File: src/rtl/pixel_ctrl_pkg.sv
// Shared state encoding and sizing helpers for the pixel array frame sequencer.
package pixel_ctrl_pkg;

    typedef enum logic [2:0] {
        ST_IDLE,
        ST_ERASE,
        ST_EXPOSE,
        ST_CONVERT,
        ST_RD_SEL,
        ST_RD_CAP,
        ST_RD_OUT,
        ST_DONE
    } ctrl_state_t;

    function automatic int unsigned max_u(input int unsigned a, input int unsigned b);
        return (a > b) ? a : b;
    endfunction

    // Bits needed to represent 0..v, never fewer than one.
    function automatic int unsigned bits_for(input int unsigned v);
        return (v < 2) ? 1 : int'($clog2(v + 1));
    endfunction

endpackage

File: src/rtl/pixel_array_controller_phase_timer.sv
// Loadable saturating down-counter with a zero flag, shared by the timed phases.
module phase_timer #(
    parameter int unsigned WIDTH = 9
) (
    input  logic             clk_i,
    input  logic             rst_i,
    input  logic             load_i,
    input  logic [WIDTH-1:0] load_val_i,
    input  logic             en_i,
    output logic             zero_o
);

    logic [WIDTH-1:0] count_q, count_d;

    always_comb begin
        count_d = count_q;
        if (load_i) begin
            count_d = load_val_i;
        end else if (en_i && (count_q != '0)) begin
            count_d = count_q - WIDTH'(1);
        end
    end

    always_ff @(posedge clk_i or posedge rst_i) begin
        if (rst_i) begin
            count_q <= '0;
        end else begin
            count_q <= count_d;
        end
    end

    assign zero_o = (count_q == '0);

endmodule

File: src/rtl/pixel_array_controller.sv
// Frame sequencer: erase -> expose -> convert -> per-pixel select/capture/stream,
// with registered strobes and a valid/ready output port.
module pixel_array_controller #(
    parameter int unsigned pixel_count    = 4,
    parameter int unsigned counter_width  = 8,
    parameter int unsigned erase_cycles   = 4,
    parameter int unsigned convert_cycles = 2 ** counter_width,
    parameter int unsigned expose_width   = 8
) (
    input  logic                           clk,
    input  logic                           reset,
    input  logic                           start,
    input  logic [expose_width-1:0]        expose_time,
    output logic                           busy,
    output logic                           erase,
    output logic                           expose,
    output logic                           convert,
    output logic                           read,
    output logic [$clog2(pixel_count)-1:0] pixel_select,
    input  logic [counter_width-1:0]       data_in,
    output logic [counter_width-1:0]       pix_data,
    output logic [$clog2(pixel_count)-1:0] pix_index,
    output logic                           pix_valid,
    input  logic                           pix_ready,
    output logic                           frame_done
);

    import pixel_ctrl_pkg::*;

    localparam int unsigned SEL_W = $clog2(pixel_count);
    localparam int unsigned TW    = bits_for(max_u(convert_cycles, (2 ** expose_width) - 1));

    localparam logic [SEL_W-1:0]        LAST_IDX     = SEL_W'(pixel_count - 1);
    localparam logic [TW-1:0]           ERASE_LOAD   = TW'(erase_cycles - 1);
    localparam logic [TW-1:0]           CONVERT_LOAD = TW'(convert_cycles - 1);
    localparam logic [expose_width-1:0] EXP_ONE      = expose_width'(1);

    ctrl_state_t             state_q, state_d;
    logic [SEL_W-1:0]        idx_q, idx_d;
    logic [expose_width-1:0] exp_len_q, exp_len_d;

    logic                    tmr_load, tmr_en, tmr_zero;
    logic [TW-1:0]           tmr_val;

    logic                    busy_q, erase_q, expose_q, convert_q, read_q;
    logic                    frame_done_q, pix_valid_q;
    logic [SEL_W-1:0]        pixel_select_q, pix_index_q;
    logic [counter_width-1:0] pix_data_q;

    phase_timer #(
        .WIDTH(TW)
    ) u_timer (
        .clk_i      (clk),
        .rst_i      (reset),
        .load_i     (tmr_load),
        .load_val_i (tmr_val),
        .en_i       (tmr_en),
        .zero_o     (tmr_zero)
    );

    // Timer is loaded with (length - 1) on phase entry, so zero marks the last cycle.
    always_comb begin
        state_d   = state_q;
        idx_d     = idx_q;
        exp_len_d = exp_len_q;
        tmr_load  = 1'b0;
        tmr_en    = 1'b0;
        tmr_val   = '0;

        case (state_q)
            ST_IDLE: begin
                if (start) begin
                    state_d   = ST_ERASE;
                    exp_len_d = (expose_time == '0) ? EXP_ONE : expose_time;
                    tmr_load  = 1'b1;
                    tmr_val   = ERASE_LOAD;
                end
            end
            ST_ERASE: begin
                tmr_en = 1'b1;
                if (tmr_zero) begin
                    state_d  = ST_EXPOSE;
                    tmr_load = 1'b1;
                    tmr_val  = TW'(exp_len_q - EXP_ONE);
                end
            end
            ST_EXPOSE: begin
                tmr_en = 1'b1;
                if (tmr_zero) begin
                    state_d  = ST_CONVERT;
                    tmr_load = 1'b1;
                    tmr_val  = CONVERT_LOAD;
                end
            end
            ST_CONVERT: begin
                tmr_en = 1'b1;
                if (tmr_zero) begin
                    state_d = ST_RD_SEL;
                    idx_d   = '0;
                end
            end
            ST_RD_SEL: state_d = ST_RD_CAP;
            ST_RD_CAP: state_d = ST_RD_OUT;
            ST_RD_OUT: begin
                if (pix_ready) begin
                    if (idx_q == LAST_IDX) begin
                        state_d = ST_DONE;
                    end else begin
                        state_d = ST_RD_SEL;
                        idx_d   = idx_q + SEL_W'(1);
                    end
                end
            end
            ST_DONE: state_d = ST_IDLE;
            default: state_d = ST_IDLE;
        endcase
    end

    // Strobes are decoded from the next state so each is a clean register output.
    always_ff @(posedge clk or posedge reset) begin
        if (reset) begin
            state_q        <= ST_IDLE;
            idx_q          <= '0;
            exp_len_q      <= '0;
            busy_q         <= 1'b0;
            erase_q        <= 1'b0;
            expose_q       <= 1'b0;
            convert_q      <= 1'b0;
            read_q         <= 1'b0;
            frame_done_q   <= 1'b0;
            pix_valid_q    <= 1'b0;
            pixel_select_q <= '0;
            pix_index_q    <= '0;
            pix_data_q     <= '0;
        end else begin
            state_q      <= state_d;
            idx_q        <= idx_d;
            exp_len_q    <= exp_len_d;
            busy_q       <= (state_d != ST_IDLE);
            erase_q      <= (state_d == ST_ERASE);
            expose_q     <= (state_d == ST_EXPOSE);
            convert_q    <= (state_d == ST_CONVERT);
            read_q       <= (state_d inside {ST_RD_SEL, ST_RD_CAP, ST_RD_OUT});
            frame_done_q <= (state_d == ST_DONE);
            if (state_d == ST_RD_SEL) begin
                pixel_select_q <= idx_d;
            end
            if (state_q == ST_RD_CAP) begin
                pix_data_q  <= data_in;
                pix_index_q <= idx_q;
                pix_valid_q <= 1'b1;
            end else if ((state_q == ST_RD_OUT) && pix_ready) begin
                pix_valid_q <= 1'b0;
            end
        end
    end

    assign busy         = busy_q;
    assign erase        = erase_q;
    assign expose       = expose_q;
    assign convert      = convert_q;
    assign read         = read_q;
    assign frame_done   = frame_done_q;
    assign pix_valid    = pix_valid_q;
    assign pixel_select = pixel_select_q;
    assign pix_index    = pix_index_q;
    assign pix_data     = pix_data_q;

endmodule
File: config.mk
export PLATFORM = sky130hd
export DESIGN_NAME = pixel_array_controller
export DESIGN_NICKNAME = d
export VERILOG_FILES = /design/src/rtl/pixel_ctrl_pkg.sv /design/src/rtl/pixel_array_controller_phase_timer.sv /design/src/rtl/pixel_array_controller.sv
export SDC_FILE = /design/constraint.sdc
export NUM_CORES = 1
export LEC_CHECK = 0
export ABC_CLOCK_PERIOD_IN_PS = 6850
export BUFFER_PORTS_ARGS = -buffer_cell sky130_fd_sc_hd__buf_2
export CELL_PAD_IN_SITES_DETAIL_PLACEMENT = 0
export CELL_PAD_IN_SITES_GLOBAL_PLACEMENT = 1
export CORE_ASPECT_RATIO = 0.5
export CORE_MARGIN = 2
export CORE_UTILIZATION = 46
export DETAILED_ROUTE_END_ITERATION = 8
export PLACE_DENSITY = 0.94
export SYNTH_ARGS = -nofsm -noshare
export SYNTH_HDL_FRONTEND = slang
export SYNTH_SLANG_ARGS = --single-unit
File: constraint.sdc
create_clock -name clk -period 6.85 [get_ports clk]
set_input_delay 0.3425 -clock clk [delete_from_list [all_inputs] [get_ports clk]]
set_output_delay 0.3425 -clock clk [all_outputs]
set_load 0.03 [all_outputs]
# Word level (Yosys, flattened, before mapping)
# Index checks and enable logic that the tools add are counted.
# W data, S select, Z words.
# classes
add_sub_neg	3
eq_ne	15
muxes	24
reduce_logical	13
# op_table
op	n
$mux W9	3
$pmux W9 S3	1
$eq A3 B3 Y1 const B	8
$pmux W3 S8	1
$mux W8	2
$mux W3	5
$eq A3 B2 Y1 const B	4
$mux W2	5
$logic_not A9 Y1	1
$reduce_bool A9 Y1	1
$sub A8 B1 Y9 const B	1
$sub A9 B1 Y9 const B	1
$logic_not A8 Y1	1
$eq A3 B1 Y1 const B	2
$reduce_bool A3 Y1	2
$mux W1	5
$pmux W2 S2	1
$reduce_bool A2 Y1	2
$logic_not A3 Y1	1
$reduce_or A3 Y1	1
$add A2 B1 Y2 const B	1
$eq A2 B2 Y1 const B	1
$logic_and A1 B1 Y1	2
$pmux W1 S2	1
other kinds (2)	2
# word_totals
regBits	41
in_bits	20
output_inout_bits	19
word_cells	69

# Depth between registers and ports, before layout
# Gate-level depths: netlist (run 1).
# logic_depth
ltp_word	6
depth_mapped	8

# Hierarchy
# A second synthesis (run 1) with hierarchy kept.
# hier_totals
cells_unflattened	213
area_unflattened_um2	2185.8
# modules_own_cells
mod	instances	cells_per_inst	area_per_inst_um2
pixel_array_controller	1	144	1589.0
phase_timer	1	69	596.8

# Worst setup path after synthesis (run 1)
# OpenSTA, ideal clock, no wires.
# synth_timing
path_type	register to register
startpoint	register u_timer.count_q[0]
endpoint	register pixel_select_q[0] (netlist: pixel_select[0])
arrival_ns	2.085
slack_ns	4.637
stages_incl_launch_ff	8
period_less_slack_ns	2.213
cell_sequence	dfrtp_1 inv_1 ha_1 or4b_4 or2_4 nor3_4 o2111a_2 mux2_1
# synth_via
elab_chain_cells	4
# synth_lines
element	line_no	source
from (decl)	pixel_array_controller_phase_timer.sv:13	logic [WIDTH-1:0] count_q, count_d;
from (signal assigned)	pixel_array_controller_phase_timer.sv:28	count_q <= count_d;
$logic_not A9 Y1 (*)	pixel_array_controller_phase_timer.sv:32	assign zero_o = (count_q == '0);
$mux W3 (on tied branches)	pixel_array_controller.sv:97, pixel_array_controller.sv:81, pixel_array_controller.sv:89	
$pmux W3 S8	pixel_array_controller.sv:70	case (state_q)
$eq A3 B3 Y1	pixel_array_controller.sv:145	if (state_d == ST_RD_SEL) begin
to (signal assigned)	pixel_array_controller.sv:146	pixel_select_q <= idx_d;
to (decl)	pixel_array_controller.sv:47	logic [SEL_W-1:0] pixel_select_q, pix_index_q;
# Mark *: on every way between the ends. The rest lies on a longest branch, timed or not.
# A chain may end at the register's enable or synchronous reset.

# Final worst setup path (run 1)
# Same ends and word-level chain as after synthesis.

==> metrics.yaml, run 1 <==
ys_warn_count: 0
core_area_um2: 4450
yosys_register_bits: 41
ir_worst_vdd_v: 0.0000656
root_buffer: "clkbuf_8"
slew_headroom_pct: 47.9
regToRegEndpoint: "pixel_select[0]"
p_leak_uw: 0.00119
die_w_um: 101
synth_top_area_cell: "dfrtp_1"
power_frac_comb_pct: 5.2
startpoint: "u_timer.count_q[0]"
mostFrequentLayoutCells: "41 x dfrtp_1, 38 x buf_2, 27 x nand2_1"
area_growth_pct: 15.0
fmax_mhz: 420
worst_slew_pin_slew_ns: 0.782
port_buffers: 38
wl_mm: 4.68
vias: 1772
antenna_found_initial: 0
postCtsHoldBufs: 0
num_rows: 17
min_path_type: "in2async"
sw_frac_of_total_pct: 22.5
critPathKind: "reg2reg"
worstSetupStartpointType: "flip-flop"
finalHoldViolCount: 0
cts_resized: 0
synth_top_area_share_pct: 47.6
status: "completed"
drtPass1Iterations: 4
ff2ff_path_depth: 7
r2r_slack_ns: 4.47
fin_crit_ns: 2.38
setup_viol: 0
grt_overflow: 0
syn_area_um2: 2150
rsz0062_at_grt: "no"
routedWlPerCell_um: 14.9
powerDensity_nw_per_um2: 174
cp_data_required_time_ns: 7.02
grt_pass1_wl_mm: 7.74
ys_seq_area_share_pct: 47.6
slew_viol_final: 0
internal_power_uw: 334
worstSetupEndpoint: "pixel_select[0]"
cts_buffers: 5
synthTopCellsByArea: "dfrtp_1 48%, mux2_2 5.2%, nand2_1 4.7%"
die_height_um: 52.4
die_area_um2: 5280
drv_cap: 0
final_common_cell: "dfrtp_1"
p_switching_uw: 97.2
drc: 0
async_flop_share_pct: 100
crit_slowest_cell: "or4b_4"
clock_power_share_pct: 37.8
end_kind: "flip-flop"
insertion_delay_ns: 0.29
drtIter0Drc: 101
syn_inst: 219
finalWeightedCongestion: 0.838
grt_pass1_vias: 1612
setup-tns-final_ns: 0
clock_skew_ns: 0.0107
grt_usage_pct: 19.1
clkSinkCount: 41
crit_fanout: 13
cp_cell_sequence: "inv_1 > ha_1 > or4b_4 > or2_4 > nor3_4 > o2111a_2 > mux2_1"
synth-edff-count: 0
synth_nets: 242
yosysUniqueCellTypes: 50
r2r_start: "u_timer.count_q[0]"
cts_max_level: 2
grt_max_degree: 42
finalCritPeriodShare_pct: 34.7
finalPower_uw: 432
io_pins: 39
fin_util_pct: 55.7
start_util_pct: 48.4
clk_pin_slew_worst_paths_ns: 0.08
vias_per_cell: 5.64
drive_gt1_share_pct: 25.3
place_ws_ns: 4.48
place.detailed.hpwl_mm: 3.44
syn_area_per_cell_um2: 9.83
n_antenna_cell: 0
cts.path.max_buffers: 2
ant_nets: 0
arrival_ns: 2.54
nets: 279
post-cts-setup-buffers: 0
max_stage_delay_ns: 0.48
ys.flop_type: "dfrtp_1"
p_seq_share_pct: 57.0
layout_setup_ws_ns: 4.47
cts_tree: "built"
==> kinds of logic (layout without fill, tap and decap cells) <==
| group | count (synthesis) | count (layout) | share of synthesized area, % |
|---|---|---|---|
| AND/OR/NAND/NOR | 83 | 83 | 19.5 |
| adder cells (fa/ha/maj) | 3 | 3 | 1.74 |
| XOR/XNOR | 8 | 8 | 3.25 |
| buffers and inverters | 18 | 56 | 3.54 |
| AO/OA/AOI/OAI | 54 | 54 | 18.1 |
| flip-flops | 41 | 41 | 47.6 |
| multiplexers | 12 | 12 | 6.28 |
==> routing by layer <==
| metal | wire, um | track usage, % | part of all wire (%) | vias up |
|---|---|---|---|---|
| met1 | 2190 | 26.4 | 47 | 831 |
| met3 | 341 | 5.07 | 7.3 | 4 |
| met2 | 2110 | 30.2 | 45 | 63 |
| li1 | - | - | - | 874 |
| met5 | 0 | 0 | 0 | - |
| met4 | 35 | 4.79 | 0.75 | 0 |
==> final cells by class <==
class	count	area (um^2)
Sequential cell	41	1030
Timing Repair Buffer	39	198
Fill cell	389	1970
Clock inverter	2	13.8
Inverter	9	33.8
Clock buffer	6	82.6
Multi-Input combinational cell	160	1050
Tap cell	57	71.3
==> worst max-delay path: cells and delay by family, from the launching register on <==
family / cells / cell delay, ns
AO/OA/AOI/OAI: 1 / 0.26
adder cells (fa/ha/maj): 1 / 0.13
buffers and inverters: 1 / 0.09
flip-flops: 1 / 0.41
multiplexers: 1 / 0.32
AND/OR/NAND/NOR: 3 / 1.02
==> flip-flops by register name, summed over array words and instances (netlist names), 2 cells and up <==
name             flops
idx_q                2
u_timer.count_q      9
pixel_select         2
pix_data             8
exp_len_q            8
state_q              3
pix_index            2
==> per-stage QoR <==
stage | instance area [um^2] | hold slack, ns | cells
floorplan | 2150 | 0.448 | 219
global placement | 2380 | 0.465 | 306
detailed placement | 2380 | 0.471 | 306
CTS | 2480 | 0.178 | 314
global route | 2480 | 0.202 | 314
finish | 2480 | 0.160 | 314
==> cell usage after synthesis, types with 2 or more instances <==
cell	n
clkbuf_1	7
xor2_1	2
nor2b_1	2
a21o_1	4
mux2_2	10
inv_1	9
nor4_1	5
a21oi_1	8
o31a_1	2
o21ai_0	12
or4_1	3
a31oi_1	5
nor2_1	22
nand3_1	6
mux2_1	2
nor3_1	5
xnor2_1	6
a221oi_1	2
and3_1	2
o21a_1	3
nor3b_1	2
ha_1	3
nand2_1	27
o211ai_1	3
a211oi_1	2
dfrtp_1	41
==> power groups by stage <==
stage	combinational, uW	clock (uW)	sequential, uW
3_5_place_dp	22.9	0	251
2_1_floorplan	6.56	0	256
3_3_place_gp	22.6	0	250
4_1_cts	23.0	167	246
6_report	22.6	163	246
5_1_grt	25.2	178	246
==> worst min-delay path by stage <==
stage,to,start,cells past startpoint
final,state_q[2],reset,3
after global routing,pix_data[6],reset,3
after CTS,state_q[2],reset,3
after global placement,pixel_select[1],pixel_select[1],1
after detailed placement,pixel_select[0],pixel_select[0],1
after floorplan,exp_len_q[2],expose_time[2],2
No activity file was read; power rests on OpenSTA's default activity.
==> inputs of run 2 (changes only) <==
Settings changed: ABC_CLOCK_PERIOD_IN_PS 6850 to 2050, CORE_UTILIZATION 46 to 38, PLACE_DENSITY 0.94 to 0.84.
Clock period 6.85 ns to 2.05 ns, I/O delays scaled along.
==> run 2 against run 1 <==
  * The flow now finishes with violations (setup timing)
  * Clock skew shrank 0.0089 ns
  * Utilization shrank 1.9 points
  * Total power rose to 4.2 times the previous value
  * Cell count rose by 17%
  * Via count up 9.3%
  * Critical path depth unchanged
  * Non-clock buffer count rose by 36
  * Clock power grew to 5.6 times the previous value
  * Die area increased by 20%
  * Critical path type unchanged
==> metrics.yaml, run 2 (synthesis gave the netlist of run 1 again) <==
slew_viol_final: 0  # unchanged
io_pins: 39  # unchanged
setup-tns-final_ns: -0.388  # -0.388 ns
top_register: "u_timer.count_q"
min_path_type: "in2reg"
cts_buffers: 5  # unchanged
p_switching_uw: 359  # +270%
grt_max_degree: 42  # unchanged
wl_mm: 5.24  # +12%
antenna_found_initial: 0  # unchanged
drive_gt1_share_pct: 38.9  # +14 points
dp_cells: 353  # +15%
worstSetupStartpointType: "flip-flop"
sw_frac_of_total_pct: 19.8  # -2.7 points
max_stage_delay_ns: 0.45  # -0.03 ns
drtPass1Iterations: 4  # unchanged
grt_usage_pct: 17.7  # -1.4 points
drv_cap: 0  # unchanged
place_ws_ns: -0.139  # -4.62 ns
fin_crit_ns: 2.12  # -0.256 ns
root_buffer: "clkbuf_16"
die_height_um: 57.2  # +9.3%
area_growth_pct: 36.7
drc: 0  # unchanged
grt_overflow: 0  # unchanged
insertion_delay_ns: 0.28  # about the same
routedWlPerCell_um: 14.3  # -3.9%
rsz0062_at_grt: "yes"
cp_data_required_time_ns: 2.22  # -4.80 ns
fin_cells: 366  # +17%
die_w_um: 110  # +9.6%
p_leak_uw: 0.00142  # +19%
place.detailed.hpwl_mm: 3.88  # +13%
finalCritPeriodShare_pct: 104  # +69 points
largest_reg_flops: 9  # unchanged
finalWeightedCongestion: 0.872  # +4.0%
internal_power_uw: 1450  # +330%
ant_nets: 0  # unchanged
core_area_um2: 5470  # +23%
crit_fanout: 8  # -5
final_cell_area_um2: 2940  # +19%
arrival_ns: 2.29  # -0.25 ns
clock_power_share_pct: 50.4  # +13 points
setup_viol: 8  # +8
worst_slew_pin_slew_ns: 0.505  # -0.277 ns
critPathKind: "reg2reg"
grt_pass1_wl_mm: 9.05  # +17%
cts_max_level: 2  # unchanged
vias_per_cell: 5.29  # -6.2%
wl_met2_mm: 2.44  # +15%
cts.path.max_buffers: 2  # unchanged
start_util_pct: 39.4  # -9.1 points
final_common_cell: "dfrtp_1"
wl_met3_um: 262  # -23%
finalHoldViolCount: 0  # unchanged
cp_cell_sequence: "inv_2 > ha_4 > or4b_4 > or2_4 > nor3_4 > o2111a_2 > mux2_4"
clock_skew_ns: 0.00174  # -0.00894 ns
drtIter0Drc: 135  # +34%
port_buffers: 38  # unchanged
ir_worst_vdd_v: 0.000327  # +400%
end_kind: "flip-flop"
crit_slowest_cell: "or4b_4"
power_frac_comb_pct: 4.2  # -1.0 points
finalPower_uw: 1810  # +320%
clkSinkCount: 41  # unchanged
slew_headroom_pct: 66.3  # +18 points
vias: 1937  # +9.3%
postPlaceCellArea_um2: 2650  # +11%
fmax_mhz: 471  # +12%
die_area_um2: 6320  # +20%
clk_pin_slew_worst_paths_ns: 0.06  # -0.02 ns
p_seq_share_pct: 45.4  # -12 points
grt_pass1_vias: 1954  # +21%
num_rows: 19  # +2
violations: "setup timing"
top_layer_used: "met4"
powerDensity_nw_per_um2: 616  # +250%
status: "finished with violations"
n_antenna_cell: 0  # unchanged
layout_setup_ws_ns: -0.0732  # -4.54 ns
wl_met1_mm: 2.47  # +13%
cts_tree: "built"
mostFrequentLayoutCells: "41 x dfrtp_1, 38 x buf_2, 33 x buf_4"
nets: 315  # +13%
## run 2: changes by cell type in the layout (fill, tap and decap cells not counted), moves of 3 or more
cell / change
nor2_1: -3
o21ai_0: -3
o21ai_1: +3
clkbuf_8: -5
buf_4: +32
clkbuf_16: +5
## run 2: power by group through the flow
stage               registers, uW  clock network [uW]  logic [uW]
floorplan                     854                   0        21.9
CTS                           823                 926        79.0
global route                  824                 960        86.3
finish                        823                 913        76.7
detailed placement            837                   0        77.3
global placement              837                   0        75.0
## run 2: critical path: cells and delay by family, from the launching register on
kind	cells	cell delay [ns]
DFF	1	0.39
buffers and inverters	1	0.09
muxes	1	0.30
AOI/OAI and AO/OA	1	0.24
and+or+nand+nor	3	0.87
adders and majority gates	1	0.12
## run 2: per-stage QoR
step	hold WS, ns	utilization (%)
finish	0.0232	53.8
global route	0.0383	53.8
CTS	0.0255	52.0
detailed placement	0.255	48.4
global placement	0.243	48.4
floorplan	0.208	-
## run 2: worst paths after layout
kind / start / endpoint / slack, ns / cells after the start
worst max-delay path: u_timer.count_q[0] / pixel_select[1] / -0.07 / 7
min in group asynchronous: reset / pix_data[4] / 0.49 / 4
max in group asynchronous: reset / u_timer.count_q[2] / 1.21 / 4
worst min-delay path: expose_time[5] / exp_len_q[5] / 0.02 / 3
worst max register to register: u_timer.count_q[0] / pixel_select[1] / -0.07 / 7
worst min register to register: pix_data[7] / pix_data[7] / 0.50 / 1
## run 2: area by class of cell
cell class,count,area (um^2)
Multi-Input combinational cell,160,1130
Fill cell,464,2520
Clock inverter,2,37.5
Sequential cell,41,1030
Timing Repair Buffer,75,490
Clock buffer,6,139
Tap cell,73,91.3
Inverter,9,33.8
## run 2: per-layer routing
| metal | track usage (%) | up-vias |
|---|---|---|
| li1 | - | 950 |
| met1 | 23.2 | 917 |
| met2 | 29.8 | 61 |
| met3 | 4.25 | 9 |
| met4 | 5.18 | 0 |
| met5 | 0 | - |
## run 2: repair_timing
item / 4_1_cts / 5_1_grt
buffers inserted: 0 / 4
hold endpoints to repair: 41 / 0
hold buffers: 1 / 0
gates resized for setup: 8 / 15
cloned: 0 / 0
endpoints found under the setup margin: 11 / 13
pin swaps: 2 / 6
